<file path="config.mk">
export PLATFORM = sky130hd
export DESIGN_NAME = level_meter
export DESIGN_NICKNAME = d
export VERILOG_FILES = /design/src/rtl/level_meter.sv
export SDC_FILE = /design/constraint.sdc
export NUM_CORES = 1
export LEC_CHECK = 0
export CORE_AREA = 2 2 126 128
export DETAILED_ROUTE_END_ITERATION = 10
export DIE_AREA = 0 0 128 130
export PLACE_DENSITY = 0.83
export SETUP_SLACK_MARGIN = 0.15
export SLEW_MARGIN = 20
export SYNTH_ARGS = -nofsm -noshare
export SYNTH_HDL_FRONTEND = slang
export SYNTH_SLANG_ARGS = --single-unit
</file>
<file path="constraint.sdc">
create_clock -name clk_48 -period 10.6 [get_ports clk_48]
set_input_delay 1.59 -clock clk_48 [delete_from_list [all_inputs] [get_ports clk_48]]
set_output_delay 1.59 -clock clk_48 [all_outputs]
set_load 0.005 [all_outputs]
</file>
<file path="src/rtl/level_meter.sv">
// level_meter: peak/hold/decay, clip indicator and windowed max / zero-crossing metering.
// Define LEVEL_METER_ENERGY_EN to add the per-window sum-of-squares on energyOut.
module level_meter #(
    parameter int unsigned WINDOW_SAMPLES = 4800,
    parameter int unsigned SETTLE_SAMPLES = 48,
    parameter int unsigned HOLD_SAMPLES   = 480,
    parameter int unsigned DECAY_SHIFT    = 6,
    parameter int unsigned CLIP_LEVEL     = 32767,
    parameter int unsigned CLIP_HOLD      = 4800
) (
    input  logic               clk_48,
    input  logic               reset,
    input  logic               clear,
    input  logic signed [15:0] sampleIn,
    output logic [14:0]        peakOut,
    output logic               clipOut,
    output logic [14:0]        windowMax,
    output logic [15:0]        zcCount,
    output logic               windowDone,
    output logic [31:0]        energyOut
);

    typedef enum logic [1:0] {
        ST_SETTLE,
        ST_MEASURE,
        ST_REPORT
    } state_t;

    localparam logic [15:0] WIN_LAST    = 16'(WINDOW_SAMPLES - 1);
    localparam logic [15:0] SETTLE_LAST = 16'(SETTLE_SAMPLES - 1);
    localparam logic [15:0] HOLD_INIT   = 16'(HOLD_SAMPLES);
    localparam logic [15:0] CLIP_INIT   = 16'(CLIP_HOLD);
    localparam logic [14:0] CLIP_LVL    = 15'(CLIP_LEVEL);

    logic [15:0] neg_in;
    logic [14:0] mag_in;

    logic signed [15:0] s1_sample_q;
    logic [14:0]        s1_mag_q;
    logic               prev_neg_q;

    state_t      state_q, state_d;
    logic [15:0] settle_cnt_q, settle_cnt_d;
    logic [15:0] win_cnt_q, win_cnt_d;
    logic [14:0] peak_q, peak_d;
    logic [15:0] hold_q, hold_d;
    logic [15:0] clip_cnt_q, clip_cnt_d;
    logic [14:0] win_max_q, win_max_d;
    logic [15:0] zc_acc_q, zc_acc_d;
    logic [14:0] wmax_out_q, wmax_out_d;
    logic [15:0] zc_out_q, zc_out_d;
    logic        done_q, done_d;

    logic        crossing;
    logic [14:0] decay;
    logic [15:0] zc_inc;

`ifdef LEVEL_METER_ENERGY_EN
    logic signed [31:0] sq;
    logic [47:0]        acc_q, acc_d;
    logic [31:0]        energy_q, energy_d;
`endif

    // -32768 has no positive 16-bit counterpart; it saturates to full scale.
    always_comb begin
        neg_in = ~sampleIn + 16'd1;
        if (!sampleIn[15])
            mag_in = sampleIn[14:0];
        else if (neg_in[15])
            mag_in = '1;
        else
            mag_in = neg_in[14:0];
    end

    always_comb begin
        crossing = prev_neg_q & ~s1_sample_q[15];
        decay    = peak_q >> DECAY_SHIFT;
        if (decay == '0)
            decay = 15'd1;
        zc_inc = (zc_acc_q == '1) ? zc_acc_q : zc_acc_q + {15'd0, crossing};

        state_d      = state_q;
        settle_cnt_d = settle_cnt_q;
        win_cnt_d    = win_cnt_q;
        peak_d       = peak_q;
        hold_d       = hold_q;
        clip_cnt_d   = clip_cnt_q;
        win_max_d    = win_max_q;
        zc_acc_d     = zc_acc_q;
        wmax_out_d   = wmax_out_q;
        zc_out_d     = zc_out_q;
        done_d       = 1'b0;
`ifdef LEVEL_METER_ENERGY_EN
        sq       = s1_sample_q * s1_sample_q;
        acc_d    = acc_q;
        energy_d = energy_q;
`endif

        if (s1_mag_q > peak_q) begin
            peak_d = s1_mag_q;
            hold_d = HOLD_INIT;
        end else if (hold_q != '0) begin
            hold_d = hold_q - 16'd1;
        end else if (peak_q != '0) begin
            peak_d = peak_q - decay;
        end

        if (s1_mag_q >= CLIP_LVL)
            clip_cnt_d = CLIP_INIT;
        else if (clip_cnt_q != '0)
            clip_cnt_d = clip_cnt_q - 16'd1;

        case (state_q)
            ST_SETTLE: begin
                if (settle_cnt_q == SETTLE_LAST) begin
                    state_d      = ST_MEASURE;
                    settle_cnt_d = '0;
                    win_cnt_d    = '0;
                    win_max_d    = '0;
                    zc_acc_d     = '0;
`ifdef LEVEL_METER_ENERGY_EN
                    acc_d = '0;
`endif
                end else begin
                    settle_cnt_d = settle_cnt_q + 16'd1;
                end
            end
            ST_MEASURE: begin
                win_cnt_d = win_cnt_q + 16'd1;
                win_max_d = (s1_mag_q > win_max_q) ? s1_mag_q : win_max_q;
                zc_acc_d  = zc_inc;
`ifdef LEVEL_METER_ENERGY_EN
                acc_d = acc_q + {16'd0, sq};
`endif
                if (win_cnt_q == WIN_LAST)
                    state_d = ST_REPORT;
            end
            ST_REPORT: begin
                // Publish the finished window; this edge's sample opens the next one.
                wmax_out_d = win_max_q;
                zc_out_d   = zc_acc_q;
                done_d     = 1'b1;
                win_max_d  = s1_mag_q;
                zc_acc_d   = {15'd0, crossing};
                win_cnt_d  = 16'd1;
                state_d    = ST_MEASURE;
`ifdef LEVEL_METER_ENERGY_EN
                energy_d = acc_q[47:16];
                acc_d    = {16'd0, sq};
`endif
            end
            default: state_d = ST_SETTLE;
        endcase

        if (clear) begin
            state_d      = ST_SETTLE;
            settle_cnt_d = '0;
            win_cnt_d    = '0;
            peak_d       = '0;
            hold_d       = '0;
            clip_cnt_d   = '0;
            win_max_d    = '0;
            zc_acc_d     = '0;
            wmax_out_d   = wmax_out_q;
            zc_out_d     = zc_out_q;
            done_d       = 1'b0;
`ifdef LEVEL_METER_ENERGY_EN
            acc_d    = '0;
            energy_d = energy_q;
`endif
        end
    end

    always_ff @(posedge clk_48 or posedge reset) begin
        if (reset) begin
            s1_sample_q  <= '0;
            s1_mag_q     <= '0;
            prev_neg_q   <= 1'b0;
            state_q      <= ST_SETTLE;
            settle_cnt_q <= '0;
            win_cnt_q    <= '0;
            peak_q       <= '0;
            hold_q       <= '0;
            clip_cnt_q   <= '0;
            win_max_q    <= '0;
            zc_acc_q     <= '0;
            wmax_out_q   <= '0;
            zc_out_q     <= '0;
            done_q       <= 1'b0;
        end else begin
            s1_sample_q  <= sampleIn;
            s1_mag_q     <= mag_in;
            prev_neg_q   <= s1_sample_q[15];
            state_q      <= state_d;
            settle_cnt_q <= settle_cnt_d;
            win_cnt_q    <= win_cnt_d;
            peak_q       <= peak_d;
            hold_q       <= hold_d;
            clip_cnt_q   <= clip_cnt_d;
            win_max_q    <= win_max_d;
            zc_acc_q     <= zc_acc_d;
            wmax_out_q   <= wmax_out_d;
            zc_out_q     <= zc_out_d;
            done_q       <= done_d;
        end
    end

`ifdef LEVEL_METER_ENERGY_EN
    always_ff @(posedge clk_48 or posedge reset) begin
        if (reset) begin
            acc_q    <= '0;
            energy_q <= '0;
        end else begin
            acc_q    <= acc_d;
            energy_q <= energy_d;
        end
    end

    assign energyOut = energy_q;
`else
    assign energyOut = '0;
`endif

    assign peakOut    = peak_q;
    assign clipOut    = (clip_cnt_q != '0);
    assign windowMax  = wmax_out_q;
    assign zcCount    = zc_out_q;
    assign windowDone = done_q;

endmodule
</file>
==> results of run 1 <==
worst paths after layout:
path	start	end	cells past startpoint
worst min-delay path	s1_sample_q[15]	prev_neg_q	0
worst max-delay path	clip_cnt_q[2]	clipOut	6
max in group asynchronous	reset	zc_acc_q[0]	3
min in group asynchronous	reset	clip_cnt_q[9]	2
worst max register to register	settle_cnt_q[0]	zc_acc_q[11]	8
worst min register to register	s1_sample_q[15]	prev_neg_q	0
metal layers:
metal / track usage (%) / part of all wire, % / up-vias
met5: 0 / 0 / -
met4: 8.86 / 2.3 / 0
met3: 5.08 / 4.7 / 43
met2: 41.5 / 49 / 220
met1: 32.9 / 44 / 3522
li1: - / - / 3549
worst max-delay path, stage by stage, from the launching register on:
cell and delay (ns):
dfrtp_1 0.42, or4_4 0.57, or4_1 0.43, or4_1 0.53
nor3_2 0.30, inv_1 0.12, clkdlybuf4s50_1 0.46
sequential cells by signal, summed over array words and instances (netlist names):
name / count
windowDone: 1
hold_q: 16
s1_sample_q: 1
zcCount: 16
clip_cnt_q: 16
state_q: 2
prev_neg_q: 1
win_cnt_q: 16
windowMax: 15
zc_acc_q: 16
win_max_q: 15
peakOut: 15
settle_cnt_q: 16
s1_mag_q: 15
where the power goes:
part	switching, mW	internal, mW	leakage (nW)
clock	0.253	0.373	0.284
combinational	0.484	0.357	2.26
sequential	0.104	0.714	2.16
total	0.842	1.44	4.71
layout make-up:
| class | instances | area, um2 |
|---|---|---|
| Clock inverter | 11 | 129 |
| Timing Repair Buffer | 69 | 683 |
| Inverter | 54 | 208 |
| Sequential cell | 161 | 4030 |
| Clock buffer | 21 | 480 |
| Fill cell | 1208 | 5070 |
| Tap cell | 192 | 240 |
| Multi-Input combinational cell | 743 | 4580 |
kinds of logic (layout without fill, tap and decap cells):
| kind of cell | count (synthesis) | count (layout) | share of synthesized area (%) |
|---|---|---|---|
| compound gates | 214 | 214 | 14.1 |
| buf+inv | 120 | 155 | 6.39 |
| xor+xnor | 50 | 50 | 4.83 |
| mux | 24 | 24 | 2.88 |
| fa+ha+maj | 52 | 52 | 7.26 |
| simple gates | 371 | 371 | 20.1 |
| flops | 161 | 161 | 44.4 |
| other cells | 1 | 32 | 0.0413 |
layout by cell type, fill, tap and decap left out, types with 3 or more instances in the layout:
| cell type | instances |
|---|---|
| mux2_2 | 17 |
| and4_1 | 3 |
| xnor2_1 | 21 |
| a31oi_1 | 10 |
| clkbuf_8 | 4 |
| xor2_1 | 29 |
| and3_1 | 19 |
| conb_1 | 32 |
| clkdlybuf4s50_1 | 66 |
| or3_1 | 6 |
| a21oi_1 | 45 |
| mux2i_1 | 7 |
| a21o_1 | 4 |
| or4_1 | 10 |
| nand2_1 | 112 |
| nand2b_1 | 13 |
| o211ai_1 | 4 |
| o21ai_0 | 95 |
| nand3_1 | 26 |
| inv_1 | 53 |
| nor2_1 | 92 |
| nor4_1 | 19 |
| a22o_1 | 17 |
| a211oi_1 | 9 |
| clkinvlp_4 | 5 |
| nor3_1 | 20 |
| clkbuf_16 | 17 |
| nor2b_1 | 10 |
| buf_4 | 3 |
| nand3b_1 | 3 |
| nand4_1 | 21 |
| ha_1 | 51 |
| and2_1 | 3 |
| o31ai_1 | 14 |
| dfrtp_1 | 161 |
stage by stage:
stage / std cells / hold slack (ns) / util [%] / instance area (um2) / total power, mW
floorplan: 1024 / 0.354 / - / 9190 / 1.43
global placement: 1219 / 0.396 / 63.1 / 9740 / 1.62
detailed placement: 1219 / 0.397 / 63.1 / 9740 / 1.65
CTS: 1251 / 0.423 / 67.1 / 10300 / 2.29
global route: 1251 / 0.436 / 67.1 / 10400 / 2.45
finish: 1251 / 0.418 / 67.1 / 10400 / 2.29
==> summary.txt, run 1 <==
Logic synthesis
  • Netlist Area Pre-Place: 9070 um2
  • Seq cells post-synth: 161
  • Ys flop type: dfrtp_1
  • Top cells by area, synth: dfrtp_1 (44%), ha_1 (7.0%), o21ai_0 (5.2%)
  • Synth async-reset ratio: 100%
  • Ys Warns: 0
  • Post-synth top cells: dfrtp_1 (161), nand2_1 (112), o21ai_0 (95)
  • Post-synth EDFFs: 0
  • Cell taking the most area after synthesis: dfrtp_1
  • Count of different cell masters after synthesis: 59
  • Most frequent cell after synthesis: dfrtp_1
  • Synth Instances: 993
  • Syn_area_per_cell: 9.13 um2
  • Yosys top cell area share: 44.4%
  • Sequential share of the synthesized area: 44.4%

Worst setup path
  • R2R setup slack: 7.12 ns
  • Startpoint types: flop
  • Critical path peak fanout: 5
  • Critical Path Sink Type: primary output
  • CP required: 9.01 ns
  • CP Data Arrival Time: 3.25 ns
  • CP Class: flop to primary output

Finish
  • Post-layout nets: 1117
  • N_diodes: 0
  • Syn-to-layout area delta: 14.2%
  • Share of post-route cells with drive strength above 1: 6.14%

Clock network
  • Setup bufs post-CTS: 0
  • CTS Sinks: 161
  • Max clock buf depth: 2
  • CTS resizes: 0
  • CTS tree: yes
  • Clock Latency Late Sink: 0.43 ns
  • Clock-pin slew on the worst setup and hold paths: 0.07 ns
  • Root Buffer: clkbuf_16
  • CTS Hold Buffers Added: 0
  • CTS HTree Levels: 4
  • Cts bufs inserted: 17

STA
  • Fin. Hold Viols: 0
  • Max-slew violations: 0
  • Total Neg Setup Slack: 0 ns
  • Fmax: 0.206 GHz
  • Clock Skew: 0.00867 ns
  • Min Tclk post-route: 4.84 ns
  • Worst slew pin tran: 0.992 ns
  • Period utilisation layout: 45.7%
  • Slew headroom: 33.9%
  • Final setup margin: 5.76 ns
  • Final setup fails: 0
  • RSZ-0062 raised after global routing: no

Placed design
  • Pre-CTS setup slack: 5.71 ns
  • HPWL after detailed placement: 13.4 mm
  • Port bufs: 66
  • RD Place Congestion: 0.902

Route
  • DRT Wirelength: 19.7 mm
  • Via Count: 7334
  • Routed Antenna Nets: 0
  • DRT Pass-1 Iters: 5
  • Drt drc: 0
  • Vias/cell: 5.86
  • Wire per inst: 15.8 um
  • Initial drt markers: 599

GRT
  • First-pass GRT wire length: 33.3 mm
  • Largest net degree at the start of global routing: 109
  • GRT Residual Overflow: 0
  • Vias in the first global route: 6947
  • Initial antenna violation count: 0
  • Total track usage: 25.0%

Floorplanning
  • Ports: 99
  • Core ar.: 15400 um2
  • Die width: 128 um
  • Die Y: 130 um
  • Num rows: 46
  • Initial core utilization: 58.8%
  • Die Area: 16600 um2

Power and ir drop
  • PD cells: 221 nW/um2
  • VDD IR-drop max: 0.142 mV
  • LEAKAGE: 4.71 nW

Min path
  • Worst hold path class: flop to flop

Run status
  • Status: finished clean

Job
  • Max-cap violations: 0
Note: power is estimated with default switching activity, not from simulation.
==> run 2, diff against run 1 <==
- CORE_AREA: 2 2 126 128 -> 2 2 130 132
- DIE_AREA: 0 0 128 130 -> 0 0 132 134
- PLACE_DENSITY: 0.83 -> 0.79
- clock period: 10.6 -> 4.75 ns (I/O delays scaled with it)
==> summary.txt, run 2 (synthesis results as in run 1) <==
Finish
  • Commonest cells after routing, fill and taps aside: dfrtp_1 (161), nand2_1 (112), o21ai_0 (95)
  • N_diodes: 0 (unchanged)
  • Syn-to-layout area delta: 14.7%
  • Post-layout nets: 1120 (+0.27%)
  • Share of post-route cells with drive strength above 1: 6.40% (+0.27 points)
  • Commonest non-fill, non-tap cell in the layout: dfrtp_1
  • Fin cells: 1282 (+2.5%)
  • Fillers: 1337 (+11%)

Route
  • Wire per inst: 15.4 um (-2.1%)
  • Vias/cell: 5.71 (-2.6%)
  • Via Count: 7319 (-0.20%)
  • Drt drc: 0 (unchanged)
  • DRT Wirelength: 19.8 mm (+0.28%)
  • DRT Pass-1 Iters: 5 (unchanged)
  • Routed Antenna Nets: 0 (unchanged)
  • Initial drt markers: 624 (+4.2%)

Worst setup path
  • Critical Path Sink Type: primary output
  • Worst r2r src: hold_q[0]
  • R2R setup slack: 1.58 ns (-5.54 ns)
  • Critical path peak fanout: 5 (unchanged)
  • Startpoint types: flop
  • Worst reg2reg path endpoint: peakOut[14]
  • CP required: 4.04 ns (-4.97 ns)
  • CP Class: flop to primary output
  • Worst reg2reg path depth: 9 (+1)
  • CP Data Arrival Time: 3.26 ns (about the same)

Power and ir drop
  • Sw power: 1.90 mW (+130%)
  • Clock share of power: 26.5% (-0.9 points)
  • PD cells: 487 nW/um2 (+120%)
  • Sw frac: 37.5% (+0.70 points)
  • LEAKAGE: 4.71 nW (about the same)
  • VDD IR-drop max: 0.292 mV (+110%)
  • Combinational share of power: 37.4% (+0.6 points)
  • Flop pwr share: 36.1% (+0.3 points)
  • Int Power: 3.16 mW (+120%)

GRT
  • First-pass GRT wire length: 33.6 mm (+0.81%)
  • Vias in the first global route: 6995 (+0.69%)
  • GR Util met3: 4.50% (-0.59 points)
  • Initial antenna violation count: 0 (unchanged)
  • GR peak layer: met2
  • GRT Residual Overflow: 0 (unchanged)
  • Met2 usage: 39.4% (-2.1 points)
  • Largest net degree at the start of global routing: 92 (-16%)
  • Total track usage: 23.4% (-1.6 points)
  • Met1 Usage GRT: 30.0% (-2.9 points)

Min path
  • WHS Endpoint: prev_neg_q
  • WHS Path Cells: 0 (unchanged)
  • Worst hold path class: flop to flop
  • HP Start: s1_sample_q[15]

Clock network
  • CTS Sinks: 161 (unchanged)
  • CTS Hold Buffers Added: 0 (unchanged)
  • Max clock buf depth: 2 (unchanged)
  • CTS HTree Levels: 4 (unchanged)
  • Root Buffer: clkbuf_16
  • Clock Latency Late Sink: 0.43 ns (about the same)
  • Clock-pin slew on the worst setup and hold paths: 0.06 ns (about the same)
  • Cts bufs inserted: 17 (unchanged)
  • CTS tree: yes
  • Setup bufs post-CTS: 0 (unchanged)
  • CTS resizes: 0 (unchanged)

Placed design
  • HPWL after detailed placement: 13.8 mm (+3.0%)
  • RD Place Congestion: 0.889 (-1.4%)
  • Placed insts: 1250 (+2.5%)
  • Port bufs: 66 (unchanged)

Floorplanning
  • Num rows: 47 (+2.2%)
  • Die Y: 134 um (+3.1%)
  • Ports: 99 (unchanged)
  • Initial core utilization: 55.7% (-3.1 points)
  • Die Area: 17700 um2 (+6.3%)
  • Die width: 132 um (+3.1%)
  • Core ar.: 16300 um2 (+5.6%)

STA
  • Worst slew pin tran: 0.863 ns (-0.129 ns)
  • Final setup fails: 0 (unchanged)
  • Min Tclk post-route: 3.97 ns
  • Total Neg Setup Slack: 0 ns (unchanged)
  • RSZ-0062 raised after global routing: no
  • WHS: 0.384 ns (-0.0340 ns)
  • Fmax: 0.252 GHz
  • Clock Skew: 0.00583 ns (-0.00283 ns)
  • Slew headroom: 42.2% (+8.4 points)
  • Period utilisation layout: 83.6%
  • Max-slew violations: 0 (unchanged)
  • Fin. Hold Viols: 0 (unchanged)

Run status
  • Status: finished clean

Job
  • Max-cap violations: 0 (unchanged)
==> run 2: final cells by class <==
type / instances / area (um2) / area share, %
inverter: 54 / 206 / 1.99
sequential: 161 / 4030 / 38.7
clock buffer: 20 / 457 / 4.39
multi-input combinational: 743 / 4590 / 44.1
clock inverter: 12 / 123 / 1.18
tap: 220 / 275 / 2.65
timing repair buffer: 72 / 718 / 6.91
==> run 2: how the worst max path moves through the flow <==
| stage | startpoint | cells after the start | slack (ns) | end |
|---|---|---|---|---|
| floorplan | clip_cnt_q[2] | 5 | 1.83 | clipOut |
| CTS | clip_cnt_q[2] | 6 | 0.76 | clipOut |
| detailed placement | clip_cnt_q[2] | 6 | 1.23 | clipOut |
| global placement | clip_cnt_q[2] | 6 | 1.28 | clipOut |
| finish | clip_cnt_q[2] | 6 | 0.78 | clipOut |
| global route | clip_cnt_q[2] | 6 | 0.67 | clipOut |
==> run 2: power groups by stage <==
stage / Clock [mW] / Combinational, mW / Sequential (mW)
2_1_floorplan: 0 / 1.41 / 1.78
4_1_cts: 1.36 / 1.88 / 1.82
5_1_grt: 1.43 / 2.14 / 1.86
3_5_place_dp: 0 / 1.86 / 1.84
3_3_place_gp: 0 / 1.80 / 1.84
6_report: 1.34 / 1.89 / 1.83
==> run 2: metal layers <==
metal  vias up  part of all wire, %
met5         -                    0
met4         0                  2.6
met3        39                  4.9
met2       238                   49
met1      3495                   44
li1       3547                    -
==> run 2: stage by stage <==
stage | total power, mW | worst slack [ns] | cell area, um2 | util [%]
floorplan | 3.19 | 1.83 | 9190 | -
global placement | 3.64 | 1.28 | 9810 | 60.2
detailed placement | 3.70 | 1.23 | 9820 | 60.3
CTS | 5.07 | 0.758 | 10400 | 63.8
global route | 5.42 | 0.672 | 10400 | 63.8
finish | 5.06 | 0.779 | 10400 | 63.8
==> run 2: critical path, stage by stage, from the launching register on <==
cell and delay (ns):
dfrtp_1 0.42, or4_4 0.56, or4_1 0.43, or4_1 0.53, nor3_2 0.29, inv_1 0.13, clkdlybuf4s50_1 0.47
==> run 3, diff against run 2 <==
- CORE_AREA: 2 2 130 132 -> 2 2 136 138
- DIE_AREA: 0 0 132 134 -> 0 0 138 140
- PLACE_DENSITY: 0.79 -> 0.76
- clock period: 4.75 -> 3.3 ns (I/O delays scaled with it)
==> summary.txt, run 3 (synthesis results as in run 1) <==
Clock network
  • CTS Sinks: 161 (unchanged)
  • CTS tree: yes
  • Cts bufs inserted: 17 (unchanged)
  • CTS HTree Levels: 4 (unchanged)
  • Root Buffer: clkbuf_16
  • Max clock buf depth: 2 (unchanged)
  • Clock Latency Late Sink: 0.43 ns (about the same)
  • Clock-pin slew on the worst setup and hold paths: 0.06 ns (about the same)
  • CTS Hold Buffers Added: 0 (unchanged)

Floorplanning
  • Initial core utilization: 51.0% (-4.7 points)
  • Die Y: 140 um (+4.5%)
  • Die Area: 19300 um2 (+9.2%)
  • Core ar.: 17800 um2 (+9.1%)
  • Ports: 99 (unchanged)
  • Die width: 138 um (+4.5%)
  • Num rows: 49 (+4.3%)

STA
  • Fmax: 0.321 GHz
  • Fin. Hold Viols: 0 (unchanged)
  • Max-slew violations: 0 (unchanged)
  • Worst slew pin tran: 0.800 ns (-0.0633 ns)
  • Final setup margin: 0.183 ns (-0.597 ns)
  • Slew headroom: 46.5% (+4.2 points)
  • Final setup fails: 0 (unchanged)
  • Min Tclk post-route: 3.12 ns
  • Total Neg Setup Slack: 0 ns (unchanged)
  • Clock Skew: 0.00903 ns (+0.00320 ns)
  • WHS: 0.385 ns (+0.00151 ns)
  • Period utilisation layout: 94.5%
  • RSZ-0062 raised after global routing: yes

Route
  • M1 wire length: 8.86 mm (+2.1%)
  • DRT Pass-1 Iters: 6 (+1)
  • Via Count: 7380 (+0.83%)
  • Wire per inst: 15.0 um (-2.9%)
  • DR top layer: met4
  • DRT Wirelength: 19.6 mm (-0.84%)
  • Drt drc: 0 (unchanged)
  • Vias/cell: 5.64 (-1.2%)
  • DR WL met3: 898 um (-6.5%)
  • Met2 WL post-DR: 9.38 mm (-2.5%)
  • Initial drt markers: 552 (-12%)
  • Routed Antenna Nets: 0 (unchanged)

Worst setup path
  • Critical Path Sink Type: primary output
  • CP Data Arrival Time: 2.62 ns (-0.64 ns)
  • Worst reg2reg path endpoint: peakOut[14]
  • CP Class: flop to primary output
  • CP required: 2.80 ns (-1.24 ns)
  • Startpoint types: flop
  • Critical path peak fanout: 3 (-2)
  • R2R setup slack: 0.50 ns (-1.08 ns)
  • Worst reg2reg path depth: 9 (unchanged)
  • Worst r2r src: hold_q[0]

GRT
  • GRT Residual Overflow: 0 (unchanged)
  • Total track usage: 21.0% (-2.4 points)
  • Largest net degree at the start of global routing: 108 (+17%)
  • First-pass GRT wire length: 33.7 mm (+0.41%)
  • Initial antenna violation count: 0 (unchanged)
  • Vias in the first global route: 7088 (+1.3%)

Finish
  • Share of post-route cells with drive strength above 1: 8.15% (+1.7 points)
  • Commonest cells after routing, fill and taps aside: dfrtp_1 (161), nand2_1 (112), o21ai_0 (95)
  • Final Util: 59.6% (-4.3 points)
  • Post-layout nets: 1138 (+1.6%)
  • Fin cells: 1309 (+2.1%)
  • Commonest non-fill, non-tap cell in the layout: dfrtp_1
  • Syn-to-layout area delta: 16.8%
  • N_diodes: 0 (unchanged)

Power and ir drop
  • LEAKAGE: 4.82 nW (+2.2%)
  • VDD IR-drop max: 0.420 mV (+44%)
  • PD cells: 709 nW/um2 (+46%)

Min path
  • HP Start: s1_sample_q[15]
  • Worst hold path class: flop to flop
  • WHS Endpoint: prev_neg_q
  • WHS Path Cells: 0 (unchanged)

Placed design
  • Pre-CTS setup slack: 0.168 ns (-1.06 ns)
  • Port bufs: 66 (unchanged)
  • HPWL after detailed placement: 13.9 mm (+0.86%)
  • Placed insts: 1270 (+1.6%)
  • RD Place Congestion: 0.877 (-1.4%)

Job
  • Max-cap violations: 0 (unchanged)

Run status
  • Status: finished clean
==> run 3: routing by layer <==
metal | global-route usage (%) | vias up
met3 | 4.07 | 39
met5 | 0 | -
met4 | 7.63 | 0
met1 | 27.9 | 3528
met2 | 34.3 | 223
li1 | - | 3590
==> run 3: worst max-delay path: stages, from the launching register on <==
cell	delay (ns)
dfrtp_1	0.38
or4_4	0.54
or4_4	0.43
or4_4	0.52
nor3_4	0.16
inv_2	0.06
buf_6	0.11
==> run 3: final cells by class <==
type	instances	area, um2
clock buffers	21	460
clock inverters	11	154
fillers	1525	7190
inverters	54	206
multi-input cells	743	4600
flip-flops and latches	161	4030
well taps	229	287
repair buffers	90	855
==> run 3: what timing repair did <==
action / CTS / global route
setup endpoints to repair: 1 / 2
gates resized for setup: 8 / 2
setup buffers: 5 / 2
pin swaps: 4 / 4
==> run 3: worst max path at each step <==
stage,start,slack [ns],to,cells past startpoint
2_1_floorplan,clip_cnt_q[2],0.60,clipOut,5
3_3_place_gp,clip_cnt_q[2],0.20,clipOut,6
3_5_place_dp,clip_cnt_q[2],0.17,clipOut,6
4_1_cts,clip_cnt_q[3],0.12,clipOut,6
5_1_grt,clip_cnt_q[5],0.1,clipOut,6
6_report,clip_cnt_q[5],0.18,clipOut,6
==> run 3: per-stage QoR <==
step	instance area (um2)	power, mW
after global placement	9900	5.31
after detailed placement	9900	5.37
final	10600	7.50
after floorplan	9190	4.59
after global routing	10600	8.06
after CTS	10600	7.52
==> run 3: power by group <==
part | switching [mW] | total, mW | internal [mW]
Clock | 0.813 | 2.05 | 1.24
Sequential | 0.321 | 2.62 | 2.29
Combinational | 1.57 | 2.84 | 1.27
